### src/rtl/async_fifo_pkg.sv
// Shared constants and types for the single-clock FIFO.
// Optional feature: ASYNC_FIFO_LEVEL_EN adds the occupancy (level) output.
package async_fifo_pkg;

   localparam int unsigned DefaultDataWidth = 8;
   localparam int unsigned DefaultAddrWidth = 3;

   // Pointer carries one extra wrap bit above the memory address.
   typedef logic [DefaultAddrWidth:0]    ptr_t;
   typedef logic [DefaultDataWidth-1:0]  data_t;

endpackage

### src/rtl/async_fifo_core_if.sv
// Handshake bundle between the FIFO (slave) and its producer/consumer (master).
// With ASYNC_FIFO_LEVEL_EN defined the bundle also carries the occupancy count.
interface async_fifo_core_if
   import async_fifo_pkg::*;
#(
   parameter int unsigned DATA_WIDTH = DefaultDataWidth,
   parameter int unsigned ADDR_WIDTH = DefaultAddrWidth
) ();

   logic                  wreq;
   logic [DATA_WIDTH-1:0] wdata;
   logic                  rreq;
   logic [DATA_WIDTH-1:0] rdata;
   logic                  wfull;
   logic                  rempty;
`ifdef ASYNC_FIFO_LEVEL_EN
   logic [ADDR_WIDTH:0]   level;

   modport master (
      output wreq, wdata, rreq,
      input  rdata, wfull, rempty, level
   );

   modport slave (
      input  wreq, wdata, rreq,
      output rdata, wfull, rempty, level
   );
`else
   modport master (
      output wreq, wdata, rreq,
      input  rdata, wfull, rempty
   );

   modport slave (
      input  wreq, wdata, rreq,
      output rdata, wfull, rempty
   );
`endif

endinterface

### src/rtl/async_fifo_mem.sv
// Simple dual-port register array: one write port, one registered read port.
// Storage is never reset; only the read-data register is.
module async_fifo_mem
   import async_fifo_pkg::*;
#(
   parameter int unsigned DATA_WIDTH = DefaultDataWidth,
   parameter int unsigned ADDR_WIDTH = DefaultAddrWidth
) (
   input  logic                  clk_i,
   input  logic                  rst_ni,
   input  logic                  we_i,
   input  logic [ADDR_WIDTH-1:0] waddr_i,
   input  logic [DATA_WIDTH-1:0] wdata_i,
   input  logic                  re_i,
   input  logic [ADDR_WIDTH-1:0] raddr_i,
   output logic [DATA_WIDTH-1:0] rdata_o
);

   localparam int unsigned Depth = 2 ** ADDR_WIDTH;

   logic [DATA_WIDTH-1:0] mem_q [Depth];
   logic [DATA_WIDTH-1:0] mem_d [Depth];
   logic [DATA_WIDTH-1:0] rdata_q, rdata_d;

   // Next-state of storage and read register; read sees the pre-edge contents.
   always_comb begin
      mem_d   = mem_q;
      rdata_d = rdata_q;
      if (we_i) begin
         mem_d[waddr_i] = wdata_i;
      end
      if (re_i) begin
         rdata_d = mem_q[raddr_i];
      end
   end

   // Storage array, deliberately without reset.
   always_ff @(posedge clk_i) begin
      mem_q <= mem_d;
   end

   // Read data register, cleared by reset and held when no read is accepted.
   always_ff @(posedge clk_i or negedge rst_ni) begin
      if (!rst_ni) begin
         rdata_q <= '0;
      end else begin
         rdata_q <= rdata_d;
      end
   end

   always_comb rdata_o = rdata_q;

endmodule

### src/rtl/async_fifo_core.sv
// Single-clock FIFO: pointer/flag logic around async_fifo_mem.
// Define ASYNC_FIFO_LEVEL_EN to add the registered occupancy output (bus.level).
module async_fifo_core
   import async_fifo_pkg::*;
#(
   parameter int unsigned DATA_WIDTH = DefaultDataWidth,
   parameter int unsigned ADDR_WIDTH = DefaultAddrWidth
) (
   input  logic              wclk,
   input  logic              wrst_n,
   async_fifo_core_if.slave  bus
);

   logic [ADDR_WIDTH:0]   wptr_q, wptr_d;
   logic [ADDR_WIDTH:0]   rptr_q, rptr_d;
   logic                  full, empty;
   logic                  wr_en, rd_en;
   logic [DATA_WIDTH-1:0] mem_rdata;

   // Flags come from the registered pointers only; both requests are judged
   // against the pre-edge flags, so full+both reads only and empty+both writes only.
   always_comb begin
      empty  = (wptr_q == rptr_q);
      full   = (wptr_q[ADDR_WIDTH] != rptr_q[ADDR_WIDTH]) &&
               (wptr_q[ADDR_WIDTH-1:0] == rptr_q[ADDR_WIDTH-1:0]);
      wr_en  = bus.wreq && !full;
      rd_en  = bus.rreq && !empty;
      wptr_d = wptr_q + {{ADDR_WIDTH{1'b0}}, wr_en};
      rptr_d = rptr_q + {{ADDR_WIDTH{1'b0}}, rd_en};
   end

   // Pointer registers; wrap bit rolls over naturally modulo 2**(ADDR_WIDTH+1).
   always_ff @(posedge wclk or negedge wrst_n) begin
      if (!wrst_n) begin
         wptr_q <= '0;
         rptr_q <= '0;
      end else begin
         wptr_q <= wptr_d;
         rptr_q <= rptr_d;
      end
   end

   async_fifo_mem #(
      .DATA_WIDTH (DATA_WIDTH),
      .ADDR_WIDTH (ADDR_WIDTH)
   ) u_mem (
      .clk_i   (wclk),
      .rst_ni  (wrst_n),
      .we_i    (wr_en),
      .waddr_i (wptr_q[ADDR_WIDTH-1:0]),
      .wdata_i (bus.wdata),
      .re_i    (rd_en),
      .raddr_i (rptr_q[ADDR_WIDTH-1:0]),
      .rdata_o (mem_rdata)
   );

   // Drive status and data outputs onto the bundle.
   always_comb begin
      bus.rdata  = mem_rdata;
      bus.wfull  = full;
      bus.rempty = empty;
   end

`ifdef ASYNC_FIFO_LEVEL_EN
   logic [ADDR_WIDTH:0] level_q, level_d;

   // Occupancy tracks the next pointers so it updates on the same edge they do.
   always_comb begin
      level_d = wptr_d - rptr_d;
   end

   // Occupancy register.
   always_ff @(posedge wclk or negedge wrst_n) begin
      if (!wrst_n) begin
         level_q <= '0;
      end else begin
         level_q <= level_d;
      end
   end

   // Expose occupancy.
   always_comb bus.level = level_q;
`endif

endmodule

### src/flat_wrapper.sv
// flat-port wrapper written by rule: the top's interface ports become plain ports
module async_fifo_core_flat import async_fifo_pkg::*;
#(
   parameter int unsigned DATA_WIDTH = DefaultDataWidth,
   parameter int unsigned ADDR_WIDTH = DefaultAddrWidth
)
  (wclk, wrst_n, bus_wreq, bus_wdata, bus_rreq, bus_rdata, bus_wfull, bus_rempty);
  async_fifo_core_if #(.DATA_WIDTH(DATA_WIDTH), .ADDR_WIDTH(ADDR_WIDTH)) bus_i ();
  input  logic wclk;
  input  logic wrst_n;
  input wire logic [$bits(bus_i.wreq)-1:0] bus_wreq;
  input wire logic [$bits(bus_i.wdata)-1:0] bus_wdata;
  input wire logic [$bits(bus_i.rreq)-1:0] bus_rreq;
  output wire logic [$bits(bus_i.rdata)-1:0] bus_rdata;
  output wire logic [$bits(bus_i.wfull)-1:0] bus_wfull;
  output wire logic [$bits(bus_i.rempty)-1:0] bus_rempty;
  assign bus_i.wreq = bus_wreq;
  assign bus_i.wdata = bus_wdata;
  assign bus_i.rreq = bus_rreq;
  assign bus_rdata = bus_i.rdata;
  assign bus_wfull = bus_i.wfull;
  assign bus_rempty = bus_i.rempty;
  async_fifo_core #(.DATA_WIDTH(DATA_WIDTH), .ADDR_WIDTH(ADDR_WIDTH)) u_core (.wclk(wclk), .wrst_n(wrst_n), .bus(bus_i));
endmodule
### config.mk
export PLATFORM = sky130hd
export DESIGN_NAME = async_fifo_core_flat
export DESIGN_NICKNAME = d
export VERILOG_FILES = /design/src/rtl/async_fifo_pkg.sv /design/src/rtl/async_fifo_core_if.sv /design/src/rtl/async_fifo_mem.sv /design/src/rtl/async_fifo_core.sv /design/src/flat_wrapper.sv
export SDC_FILE = /design/constraint.sdc
export NUM_CORES = 1
export LEC_CHECK = 0
export BUFFER_PORTS_ARGS = -buffer_cell sky130_fd_sc_hd__buf_4
export CORE_ASPECT_RATIO = 1.5
export CORE_UTILIZATION = 55
export DETAILED_ROUTE_END_ITERATION = 7
export PLACE_DENSITY = 0.74
export RECOVER_POWER = 25
export SYNTH_ARGS = -nofsm -noshare
export SYNTH_HDL_FRONTEND = slang
export SYNTH_SLANG_ARGS = --single-unit
### constraint.sdc
create_clock -name wclk -period 4.7 [get_ports wclk]
set_input_delay 0.47 -clock wclk [delete_from_list [all_inputs] [get_ports wclk]]
set_output_delay 0.47 -clock wclk [all_outputs]
set_load 0.02 [all_outputs]
==> results of run 1 <==
## placed cells by master (no fill, tap or decap), types with 2 or more instances in the layout
master,Yosys,final
sky130_fd_sc_hd__dfrtp_1,16,16
sky130_fd_sc_hd__bufinv_16,0,2
sky130_fd_sc_hd__nand3_1,3,3
sky130_fd_sc_hd__xor2_1,6,6
sky130_fd_sc_hd__nand2_1,2,2
sky130_fd_sc_hd__nor4b_2,0,3
sky130_fd_sc_hd__edfxtp_1,64,64
sky130_fd_sc_hd__mux4_2,5,5
sky130_fd_sc_hd__xnor2_1,3,3
sky130_fd_sc_hd__clkbuf_8,0,11
sky130_fd_sc_hd__mux2_2,13,13
sky130_fd_sc_hd__ha_1,4,4
sky130_fd_sc_hd__mux4_1,11,11
sky130_fd_sc_hd__nor2_1,2,2
sky130_fd_sc_hd__mux2_4,3,3
sky130_fd_sc_hd__clkinvlp_4,0,2
sky130_fd_sc_hd__clkbuf_1,1,8
sky130_fd_sc_hd__nor3_2,0,2
sky130_fd_sc_hd__buf_4,0,14
sky130_fd_sc_hd__nor3_1,4,2
## layout make-up
type,instances,share of cell area [%]
Inverter,1,0.102
Timing Repair Buffer,23,3.96
Clock buffer,11,4.13
Clock inverter,5,2.15
Sequential cell,80,63.4
Tap cell,70,2.39
Multi-Input combinational cell,64,23.9
## critical path: stages, from the launching register on
cell                      delay (ps)
sky130_fd_sc_hd__dfrtp_1         960
sky130_fd_sc_hd__xor2_1          220
sky130_fd_sc_hd__o41ai_2         940
sky130_fd_sc_hd__nor2_1          440
## through the flow
step / area (um^2) / hold slack (ps) / utilization, % / power, W / worst slack (ps)
5_1_grt: 3660 / 489 / 65.7 / 0.00247 / 1560
2_1_floorplan: 3240 / 174 / - / 0.00162 / 2360
4_1_cts: 3680 / 338 / 66.1 / 0.00238 / 1590
6_report: 3660 / 482 / 65.7 / 0.00236 / 1780
3_3_place_gp: 3440 / 355 / 61.8 / 0.00177 / 1780
3_5_place_dp: 3440 / 359 / 61.8 / 0.00181 / 1590
## state kept, by name (all words and copies together) (netlist names)
signal                cells
u_core.u_mem.mem_q       64
u_core.u_mem.rdata_o      8
u_core.rptr_q             4
u_core.wptr_q             4
## what timing repair did
action                                  in CTS  in global routing
endpoints found under the hold margin       16                  0
endpoints found under the setup margin       0                  0
hold buffers                                 1                  0
## cells in the mapped netlist
cell / count
sky130_fd_sc_hd__o41ai_2: 1
sky130_fd_sc_hd__edfxtp_1: 64
sky130_fd_sc_hd__nor4_1: 1
sky130_fd_sc_hd__buf_6: 2
sky130_fd_sc_hd__nand3b_1: 1
sky130_fd_sc_hd__xor2_1: 6
sky130_fd_sc_hd__mux4_2: 5
sky130_fd_sc_hd__buf_12: 1
sky130_fd_sc_hd__clkbuf_1: 1
sky130_fd_sc_hd__mux2_4: 3
sky130_fd_sc_hd__buf_2: 4
sky130_fd_sc_hd__o41a_1: 1
sky130_fd_sc_hd__inv_1: 1
sky130_fd_sc_hd__nor2_1: 2
sky130_fd_sc_hd__buf_1: 1
sky130_fd_sc_hd__or2_2: 1
sky130_fd_sc_hd__ha_1: 4
sky130_fd_sc_hd__nor4b_1: 3
sky130_fd_sc_hd__xnor2_1: 3
sky130_fd_sc_hd__dfrtp_1: 16
sky130_fd_sc_hd__nand2_1: 2
sky130_fd_sc_hd__nand3_1: 3
sky130_fd_sc_hd__nor3_1: 4
sky130_fd_sc_hd__mux4_1: 11
sky130_fd_sc_hd__mux2_2: 13
## metal layers
layer	vias up	global-route usage [%]
li1	675	-
met1	793	26.2
met2	38	33.9
met3	7	6.40
met4	0	8.33
met5	-	0
## cells by family (layout without fill, tap and decap cells)
kind of cell,Yosys count,in the layout,share of synthesized area [%]
mux,32,32,18.3
fa+ha+maj,4,4,1.54
xor+xnor,9,9,2.43
flops,80,80,71.6
simple gates,17,17,2.97
buf+inv,10,40,2.28
compound gates,2,2,0.849
## path summary, 6_finish.rpt
kind / startpoint / end / slack [ps] / depth (start not counted)
setup reg to reg: u_core.rptr_q[0] / u_core.u_mem.mem_q[21] / 1780 / 3
min in group asynchronous: wrst_n / u_core.u_mem.rdata_o[2] / 520 / 2
hold reg to reg: u_core.u_mem.rdata_o[2] / u_core.u_mem.rdata_o[2] / 520 / 1
max in group asynchronous: wrst_n / u_core.u_mem.rdata_o[7] / 3960 / 2
setup / recovery: u_core.rptr_q[0] / u_core.u_mem.mem_q[21] / 1780 / 3
hold / removal: bus_wdata[5] / u_core.u_mem.mem_q[5] / 480 / 1
## power by group through the flow
stage	clock [W]	combinational (W)	sequential (W)
after floorplan	0	0.000579	0.00104
after detailed placement	0	0.000675	0.00114
final	0.000565	0.000676	0.00112
after global routing	0.000601	0.000726	0.00114
after global placement	0	0.000648	0.00112
after CTS	0.000576	0.000683	0.00112
==> impl_summary.txt, run 1 <==
----------------------------------------------------
[Cells and area]
  Total Nets Final ... 195
  Inserted Diodes ... 0
  Combined area of the multi-input logic cells ... a little under 900 um^2
  Post-route non-filler standard cell count ... roughly 250
  FF+latch area ... around 2300 um^2
  Layout area overhead ... 13.0%
  Fill count ... a little under 400
  Fraction of final layout cells sized beyond drive strength 1 ... between 30% and 40%

[Logic synthesis]
  Syn_nets ... 170
  Yosys warning count ... 0
  Syn Std Cell Area ... approximately 3200 um^2
  Register bit count reported by yosys ... 80
  Synthesized area divided by synthesized cell count ... between 20 and 25 um^2
  Area share of the leading cell type in the synthesized netlist ... 59.3%
  Netlist cell types ... 25
  Sequential area share after synthesis ... 71.6%
  Synth top area cells ... sky130_fd_sc_hd__edfxtp_1 59%, sky130_fd_sc_hd__dfrtp_1 12%, sky130_fd_sc_hd__mux4_1 8.9%
  Cell accounting for the most synthesized area ... sky130_fd_sc_hd__edfxtp_1
  Count of mapped cells out of synthesis ... 154

[CTS]
  CTS sink cnt ... 80
  Maximum number of buffers from clock root to sink ... 2
  Clock Root Buffer ... sky130_fd_sc_hd__clkbuf_8
  Clock transition at path regs ... around 80 ps
  Level count of the clock H-tree ... 3
  Clock Latency Late Sink ... approximately 350 ps
  Number of gates given a new drive strength after cts ... 0
  Number of buffers created by CTS ... 9
  Post-CTS setup buffers ... 0
  TritonCTS clock tree ... done

[STA]
  Slew headroom ... 30.9%
  Setup TNS ... 0 ps
  Fin crit share ... about 62%
  Final worst clock skew ... 11.6 ps
  Transition time at the pin with the least slew margin ... 1030 ps
  Unrepaired setup endpoints after global routing ... no
  Number of hold violations in the final report ... 0
  Final-report max-slew violation count ... 0
  Max Clock Freq ... about 0.34 GHz
  Final-report setup violation count ... 0
  Post-route minimum period ... roughly 3000 ps

[Routing]
  Final routed wire length divided by cell count ... 22.4 um
  Met2 wire length ... about 3000 um
  Overall via count from detail_route ... roughly 1500
  Highest Signal Layer ... met4
  Violation count after the first detailed-route iteration ... 86
  Drt pass-1 iters ... 4
  Antenna-violating nets left ... 0
  Via density ... a little under 6
  Final wirelength ... 5690 um
  Met3 routed WL ... approximately 220 um
  Detailed-route wire length on metal 1 ... about 2400 um
  # DRC ... 0

[Critical path]
  Critical path class ... flip-flop to flip-flop
  CP Data Arrival Time ... between 2000 and 3000 ps
  Kind of capture point of the worst setup path ... flip-flop
  Required time of the critical path ... about 4700 ps
  Nature of the critical path startpoint ... flip-flop
  Highest net fanout along the worst path ... 18

[Flow run]
  Number of max-cap violations ... 0

[Pwr]
  Clk network pwr share ... about a quarter
  Areal power density over the cells ... between 600 and 700 nW/um^2
  Power share of the sequential group ... between 40% and 50%
  Worst vdd rail ir drop ... about 0.00048 V
  Combinational group share of total power ... 28.7%
  Net switching power of the design ... approximately 0.00072 W
  Switching Share ... slightly above 30%
  Internal power ... ~0.0016 W
  Leakage power ... 1.29 nW

[Floorplanning]
  Core Area ... 5570 um^2
  Width of the die ... roughly 65 um
  I/O pins ... 22
  Die Height ... a little under 100 um
  Number of standard-cell rows in the floorplan ... 33
  Area enclosed by the die boundary ... approximately 6200 um^2
  Initial core utilization ... approximately three fifths

[Global route]
  First-pass GRT wire length ... a little under 9000 um
  Tot GR Track Use ... a little over a fifth
  Via count of the first global-routing pass ... roughly 1600
  Grt ovf ... 0
  Antenna violations before repair ... 0
  Largest net degree at the start of global routing ... 20

[Placement]
  Number of instances in the placed design ... 237
  Total half-perimeter wirelength after legalization and detailed placement ... 3730 um
  Port buffer count ... 21
  GPL Wtd Cong ... 0.781

[Hold path]
  Class of the most critical hold timing path ... input pin to flip-flop

[Status]
  Result of the run ... complete, no violations

----------------------------------------------------
Power figures use the tool's default switching activity.
==> run 2: changes to the inputs <==
- clock period: 4.7 -> 2.8 ns (I/O delays scaled with it)
==> run 2 against run 1 <==
Net effect:
- sequential power rose by 54%
- power rose by 68%
- critical path type unchanged
- first-iteration DRC count fell by 5.8%
- largest cell class unchanged
==> impl_summary.txt, run 2 (synthesized netlist as in run 1, its figures left out) <==
----------------------------------------------------
[Global route]
  Via count of the first global-routing pass ... 1653 (was 1609)
  Tot GR Track Use ... 21.1% (was 20.8%)
  Grt ovf ... 0 (unchanged)
  First-pass GRT wire length ... 8870 um (was 8680 um)
  Largest net degree at the start of global routing ... 19 (was 20)
  Antenna violations before repair ... 0 (unchanged)

[Floorplanning]
  Width of the die ... 64.7 um (unchanged)
  Die Height ... 96.0 um (unchanged)
  I/O pins ... 22 (unchanged)
  Core Area ... 5570 um^2 (unchanged)
  Initial core utilization ... 58.2% (unchanged)
  Area enclosed by the die boundary ... 6210 um^2 (unchanged)
  Number of standard-cell rows in the floorplan ... 33 (unchanged)

[STA]
  Post-route minimum period ... 2140 ps (was 2920 ps)
  Worst Hold Slack ... 188 ps (was 482 ps)
  Final-report max-slew violation count ... 0 (unchanged)
  Final-report setup violation count ... 0 (unchanged)
  Unrepaired setup endpoints after global routing ... no (unchanged)
  Transition time at the pin with the least slew margin ... 690 ps (was 1030 ps)
  Slew headroom ... 53.8% (was 30.9%)
  Final worst clock skew ... 10.1 ps (was 11.6 ps)
  Max Clock Freq ... 0.467 GHz (was 0.343 GHz)
  Setup TNS ... 0 ps (unchanged)
  Number of hold violations in the final report ... 0 (unchanged)
  Worst-case setup margin in the final layout ... 656 ps (was 1780 ps)
  Fin crit share ... 76.6% (was 62.1%)

[Pwr]
  Leakage power ... 1.34 nW (was 1.29 nW)
  Worst vdd rail ir drop ... 0.000818 V (was 0.000479 V)
  Combinational group share of total power ... 33.5% (was 28.7%)
  Clk network pwr share ... 22.9% (was 24.0%)
  Total Power Consumption ... 0.00396 W (was 0.00236 W)
  Net switching power of the design ... 0.00119 W (was 0.000722 W)
  Switching Share ... 29.9% (was 30.6%)
  Areal power density over the cells ... 1070 nW/um^2 (was 643 nW/um^2)
  Internal power ... 0.00278 W (was 0.00163 W)
  Power share of the sequential group ... 43.7% (was 47.3%)

[Critical path]
  Crit path buf inv count ... 1 (was 0)
  Nature of the critical path startpoint ... flip-flop (unchanged)
  CP Data Arrival Time ... 2110 ps (was 2910 ps)
  Kind of capture point of the worst setup path ... flip-flop (unchanged)
  Worst Reg-to-Reg Cells ... 4 (was 3)
  Cell family with most CP delay ... flip-flops (unchanged)
  CP Depth ... 4 (was 3)
  Required time of the critical path ... 2770 ps (was 4690 ps)
  Worst reg2reg path startpoint ... u_core.wptr_q[2] (was u_core.rptr_q[0])
  Endpoint of the worst setup timing path ... u_core.u_mem.mem_q[23] (was u_core.u_mem.mem_q[21])
  Start point of the critical path ... u_core.wptr_q[2] (was u_core.rptr_q[0])
  Highest net fanout along the worst path ... 11 (was 18)
  Ordered cell list for the critical path ... xor2_1, o41ai_2, buf_4, nor2_1 (was xor2_1, o41ai_2, nor2_1)
  Slack of the worst reg-to-reg path ... 660 ps (was 1780 ps)
  Highest cell delay on the worst timing path ... 580 ps (was 960 ps)
  Slowest library cell on the worst path ... sky130_fd_sc_hd__dfrtp_1 (unchanged)
  Capturing point of the worst reg2reg path ... u_core.u_mem.mem_q[23] (was u_core.u_mem.mem_q[21])
  Critical path class ... flip-flop to flip-flop (unchanged)

[Routing]
  Met3 routed WL ... 284 um (was 219 um)
  # DRC ... 0 (unchanged)
  Met2 wire length ... 3010 um (about the same)
  Drt pass-1 iters ... 4 (unchanged)
  Detailed-route wire length on metal 1 ... 2200 um (was 2400 um)
  Antenna-violating nets left ... 0 (unchanged)
  Via density ... 5.85 (was 5.96)
  Highest Signal Layer ... met4 (unchanged)
  Violation count after the first detailed-route iteration ... 81 (was 86)
  Final routed wire length divided by cell count ... 21.1 um (was 22.4 um)
  Final wirelength ... 5580 um (was 5690 um)
  Overall via count from detail_route ... 1544 (was 1513)

[Hold path]
  Class of the most critical hold timing path ... input pin to flip-flop (unchanged)

[Flow run]
  Number of max-cap violations ... 0 (unchanged)

[CTS]
  Level count of the clock H-tree ... 3 (unchanged)
  Number of buffers created by CTS ... 9 (unchanged)
  Clock Root Buffer ... sky130_fd_sc_hd__clkbuf_8 (unchanged)
  CTS sink cnt ... 80 (unchanged)
  Post-CTS setup buffers ... 0 (unchanged)
  TritonCTS clock tree ... done (unchanged)
  Clock transition at path regs ... 70 ps (was 80 ps)
  Clock Latency Late Sink ... 340 ps (was 350 ps)
  Hold buffers post-CTS ... 1 (unchanged)
  Number of gates given a new drive strength after cts ... 0 (unchanged)
  Maximum number of buffers from clock root to sink ... 2 (unchanged)

[Cells and area]
  Inserted Diodes ... 0 (unchanged)
  Fill count ... 373 (was 388)
  Most common cell after layout, fill and taps aside ... sky130_fd_sc_hd__edfxtp_1 (unchanged)
  Number of flip-flops in the largest register ... 64 (unchanged)
  Register name with the most flops ... u_core.u_mem.mem_q (unchanged)
  Fraction of final layout cells sized beyond drive strength 1 ... 33.0% (was 31.0%)
  Total Nets Final ... 205 (was 195)
  Total non-filler cell area in the finished layout ... 3720 um^2 (was 3660 um^2)
  Layout area overhead ... 14.7% (was 13.0%)
  Most used cells in the layout excluding fill and tap cells ... 64 x sky130_fd_sc_hd__edfxtp_1, 25 x sky130_fd_sc_hd__buf_4, 16 x sky130_fd_sc_hd__dfrtp_1, 13 x sky130_fd_sc_hd__mux2_2, 11 x sky130_fd_sc_hd__mux4_1 (was 64 x sky130_fd_sc_hd__edfxtp_1, 16 x sky130_fd_sc_hd__dfrtp_1, 14 x sky130_fd_sc_hd__buf_4, 13 x sky130_fd_sc_hd__mux2_2)

[Status]
  Result of the run ... complete, no violations (unchanged)

[Placement]
  Total half-perimeter wirelength after legalization and detailed placement ... 3540 um (was 3730 um)
  GPL Wtd Cong ... 0.724 (was 0.781)
  Pre-CTS setup slack ... 654 ps (was 1590 ps)
  Port buffer count ... 21 (unchanged)
  Cell Area, Placed ... 3520 um^2 (was 3440 um^2)

----------------------------------------------------
run 2: routing by layer:
metal / vias to the layer above / GRT usage (%)
met1: 792 / 26.0
met2: 43 / 34.4
met4: 0 / 10.4
li1: 698 / -
met5: - / 0
met3: 11 / 5.92
run 2: cell type report:
type                    count  area [um^2]  area share [%]
multi-input cells          64          865            23.3
inverters                   1         3.75           0.101
clock buffers              13          149            4.00
flip-flops and latches     80         2320            62.4
clock inverters             3         67.6            1.82
repair buffers             33          224            6.02
well taps                  70         87.6            2.36
run 2: power by group through the flow:
stage | logic [W] | clock network, W | registers (W)
6_report | 0.00133 | 0.000906 | 0.00173
5_1_grt | 0.00144 | 0.000960 | 0.00176
4_1_cts | 0.00135 | 0.000921 | 0.00173
3_5_place_dp | 0.00134 | 0 | 0.00176
3_3_place_gp | 0.00130 | 0 | 0.00173
2_1_floorplan | 0.000972 | 0 | 0.00175
run 2: stage by stage:
stage | std cells | utilization (%)
2_1_floorplan | 154 | -
3_3_place_gp | 247 | 63.1
3_5_place_dp | 247 | 63.1
4_1_cts | 264 | 67.2
5_1_grt | 264 | 66.7
6_report | 264 | 66.7
run 2: worst min-delay path by stage:
stage,startpoint,endpoint,slack [ps],depth (start not counted)
2_1_floorplan,wrst_n,u_core.rptr_q[0],-20,0
3_3_place_gp,wrst_n,u_core.u_mem.rdata_o[3],170,1
3_5_place_dp,wrst_n,u_core.wptr_q[3],170,1
4_1_cts,bus_wdata[7],u_core.u_mem.mem_q[39],150,1
5_1_grt,bus_wdata[1],u_core.u_mem.mem_q[41],180,1
6_report,bus_wdata[1],u_core.u_mem.mem_q[41],190,1
==> run 3: changes to the inputs <==
- clock period: 2.8 -> 2 ns (I/O delays scaled with it)
==> run 3 against run 2 <==
Net effect:
- final cell count is 3.4% higher
- clock-buffer cell count fell by 2
- die area unchanged
- worst setup slack got worse by 610 ps
- largest power group unchanged
==> impl_summary.txt, run 3 (synthesized netlist as in run 1, its figures left out) <==
----------------------------------------------------
[Flow run]
  Number of max-cap violations ... 0 (unchanged)

[STA]
  Slew headroom ... 43.6% (was 53.8%)
  Setup TNS ... 0 ps (unchanged)
  Max Clock Freq ... 0.511 GHz (was 0.467 GHz)
  Final-report setup violation count ... 0 (unchanged)
  Worst-case setup margin in the final layout ... 44.3 ps (was 656 ps)
  Fin crit share ... 97.8% (was 76.6%)
  Transition time at the pin with the least slew margin ... 843 ps (was 690 ps)
  Unrepaired setup endpoints after global routing ... yes (was no)
  Post-route minimum period ... 1960 ps (was 2140 ps)
  Final worst clock skew ... 6.29 ps (was 10.1 ps)
  Number of hold violations in the final report ... 0 (unchanged)
  Final-report max-slew violation count ... 0 (unchanged)

[Cells and area]
  Register name with the most flops ... u_core.u_mem.mem_q (unchanged)
  Number of flip-flops in the largest register ... 64 (unchanged)
  Inserted Diodes ... 0 (unchanged)
  Total non-filler cell area in the finished layout ... 3800 um^2 (was 3720 um^2)
  Most common cell after layout, fill and taps aside ... sky130_fd_sc_hd__edfxtp_1 (unchanged)
  Layout area overhead ... 17.2% (was 14.7%)
  Total Nets Final ... 214 (was 205)
  Fraction of final layout cells sized beyond drive strength 1 ... 36.9% (was 33.0%)
  Fill count ... 365 (was 373)
  Most used cells in the layout excluding fill and tap cells ... 64 x sky130_fd_sc_hd__edfxtp_1, 33 x sky130_fd_sc_hd__buf_4, 16 x sky130_fd_sc_hd__dfrtp_1, 13 x sky130_fd_sc_hd__mux2_2, 11 x sky130_fd_sc_hd__mux4_1 (was 64 x sky130_fd_sc_hd__edfxtp_1, 25 x sky130_fd_sc_hd__buf_4, 16 x sky130_fd_sc_hd__dfrtp_1, 13 x sky130_fd_sc_hd__mux2_2, 11 x sky130_fd_sc_hd__mux4_1)
  Post-route non-filler standard cell count ... 273 (was 264)

[CTS]
  Number of buffers created by CTS ... 9 (unchanged)
  Clock Latency Late Sink ... 340 ps (about the same)
  Clock Root Buffer ... sky130_fd_sc_hd__clkbuf_8 (unchanged)
  TritonCTS clock tree ... done (unchanged)
  Level count of the clock H-tree ... 3 (unchanged)
  CTS sink cnt ... 80 (unchanged)
  Clock transition at path regs ... 70 ps (about the same)
  Maximum number of buffers from clock root to sink ... 2 (unchanged)

[Floorplanning]
  Die Height ... 96.0 um (unchanged)
  Width of the die ... 64.7 um (unchanged)
  Core Area ... 5570 um^2 (unchanged)
  Initial core utilization ... 58.2% (unchanged)
  Area enclosed by the die boundary ... 6210 um^2 (unchanged)
  I/O pins ... 22 (unchanged)
  Number of standard-cell rows in the floorplan ... 33 (unchanged)

[Global route]
  Grt ovf ... 0 (unchanged)
  Via count of the first global-routing pass ... 1644 (was 1653)
  M2 GR Usage ... 36.9% (was 34.4%)
  Largest net degree at the start of global routing ... 19 (unchanged)
  Antenna violations before repair ... 0 (unchanged)
  GRT met1 Usage ... 25.3% (was 26.0%)
  Tot GR Track Use ... 21.2% (was 21.1%)
  First-pass GRT wire length ... 8800 um (was 8870 um)
  Global routing usage on met3 ... 6.40% (was 5.92%)
  GRT Max-Usage Layer ... met2 (unchanged)

[Hold path]
  Class of the most critical hold timing path ... input pin to flip-flop (unchanged)

[Critical path]
  Highest net fanout along the worst path ... 6 (was 11)
  Nature of the critical path startpoint ... flip-flop (unchanged)
  Kind of capture point of the worst setup path ... flip-flop (unchanged)
  CP Data Arrival Time ... 2180 ps (was 2110 ps)
  Required time of the critical path ... 2220 ps (was 2770 ps)
  Critical path class ... flip-flop to flip-flop (unchanged)

[Pwr]
  Leakage power ... 1.39 nW (was 1.34 nW)
  Worst vdd rail ir drop ... 0.000876 V (was 0.000818 V)
  Areal power density over the cells ... 1520 nW/um^2 (was 1070 nW/um^2)

[Routing]
  # DRC ... 0 (unchanged)
  Via density ... 5.89 (was 5.85)
  Final routed wire length divided by cell count ... 20.8 um (was 21.1 um)
  Violation count after the first detailed-route iteration ... 46 (was 81)
  Antenna-violating nets left ... 0 (unchanged)
  Final wirelength ... 5690 um (was 5580 um)
  Drt pass-1 iters ... 4 (unchanged)
  Overall via count from detail_route ... 1609 (was 1544)

[Placement]
  Pre-CTS setup slack ... -21.3 ps (was 654 ps)
  GPL Wtd Cong ... 0.765 (was 0.724)
  Cell Area, Placed ... 3570 um^2 (was 3520 um^2)
  Port buffer count ... 21 (unchanged)
  Total half-perimeter wirelength after legalization and detailed placement ... 3640 um (was 3540 um)
  Number of instances in the placed design ... 255 (was 247)

[Status]
  Result of the run ... complete, no violations (unchanged)

----------------------------------------------------
run 3: worst paths after layout:
check | cells after the start | to | start | slack (ps)
setup reg to reg | 7 | u_core.wptr_q[2] | u_core.wptr_q[2] | 40
max in group asynchronous | 2 | u_core.rptr_q[2] | wrst_n | 1550
min in group asynchronous | 2 | u_core.u_mem.rdata_o[1] | wrst_n | 260
setup / recovery | 7 | u_core.wptr_q[2] | u_core.wptr_q[2] | 40
hold reg to reg | 1 | u_core.u_mem.rdata_o[3] | u_core.u_mem.rdata_o[3] | 510
hold / removal | 1 | u_core.u_mem.mem_q[21] | bus_wdata[5] | 100
run 3: critical path, stage by stage (launching register included):
cell and delay (ps):
sky130_fd_sc_hd__dfrtp_1 410, sky130_fd_sc_hd__xor2_1 210, sky130_fd_sc_hd__o41ai_4 460, sky130_fd_sc_hd__buf_4 220, sky130_fd_sc_hd__inv_1 50, sky130_fd_sc_hd__ha_1 180, sky130_fd_sc_hd__ha_1 190, sky130_fd_sc_hd__xor2_1 130
run 3: per-stage QoR:
| stage | util (%) | hold WS (ps) | total power [W] |
|---|---|---|---|
| global placement | 64.1 | 73.2 | 0.00441 |
| finish | 68.1 | 102 | 0.00578 |
| floorplan | - | -95.6 | 0.00381 |
| detailed placement | 64.1 | 79.6 | 0.00454 |
| global route | 68.1 | 81.4 | 0.00610 |
| CTS | 68.1 | 75.5 | 0.00579 |
run 3: power by group:
| group | switching, W | internal (W) | leakage [nW] |
|---|---|---|---|
| Sequential | 0.000147 | 0.00219 | 0.768 |
| Combinational | 0.00108 | 0.00112 | 0.514 |
| Clock | 0.000542 | 0.000704 | 0.104 |
| Total | 0.00177 | 0.00401 | 1.39 |
run 3: routing by layer:
layer | vias to the layer above | wire (um) | part of all wire [%]
li1 | 714 | - | -
met5 | - | 0 | 0
met3 | 5 | 220 | 3.9
met1 | 847 | 2300 | 40
met4 | 0 | 74 | 1.3
met2 | 43 | 3100 | 54
run 3: final cells by class:
type                    instances  area, um^2  share of cell area (%)
clock buffers                  11         131                    3.46
clock inverters                 5        81.3                    2.14
inverters                       1        3.75                  0.0988
multi-input cells              64         877                    23.1
flip-flops and latches         80        2320                    61.1
well taps                      70        87.6                    2.31
repair buffers                 42         295                    7.77
run 3: repair_timing:
| action | 4_1_cts | 5_1_grt |
|---|---|---|
| endpoints found under the hold margin | 16 | 0 |
| setup buffers | 0 | 1 |
| cloned | 0 | 0 |
| pin swaps | 0 | 1 |
| gates resized for setup | 0 | 4 |
| setup endpoints to repair | 9 | 16 |
| hold buffers | 1 | 0 |
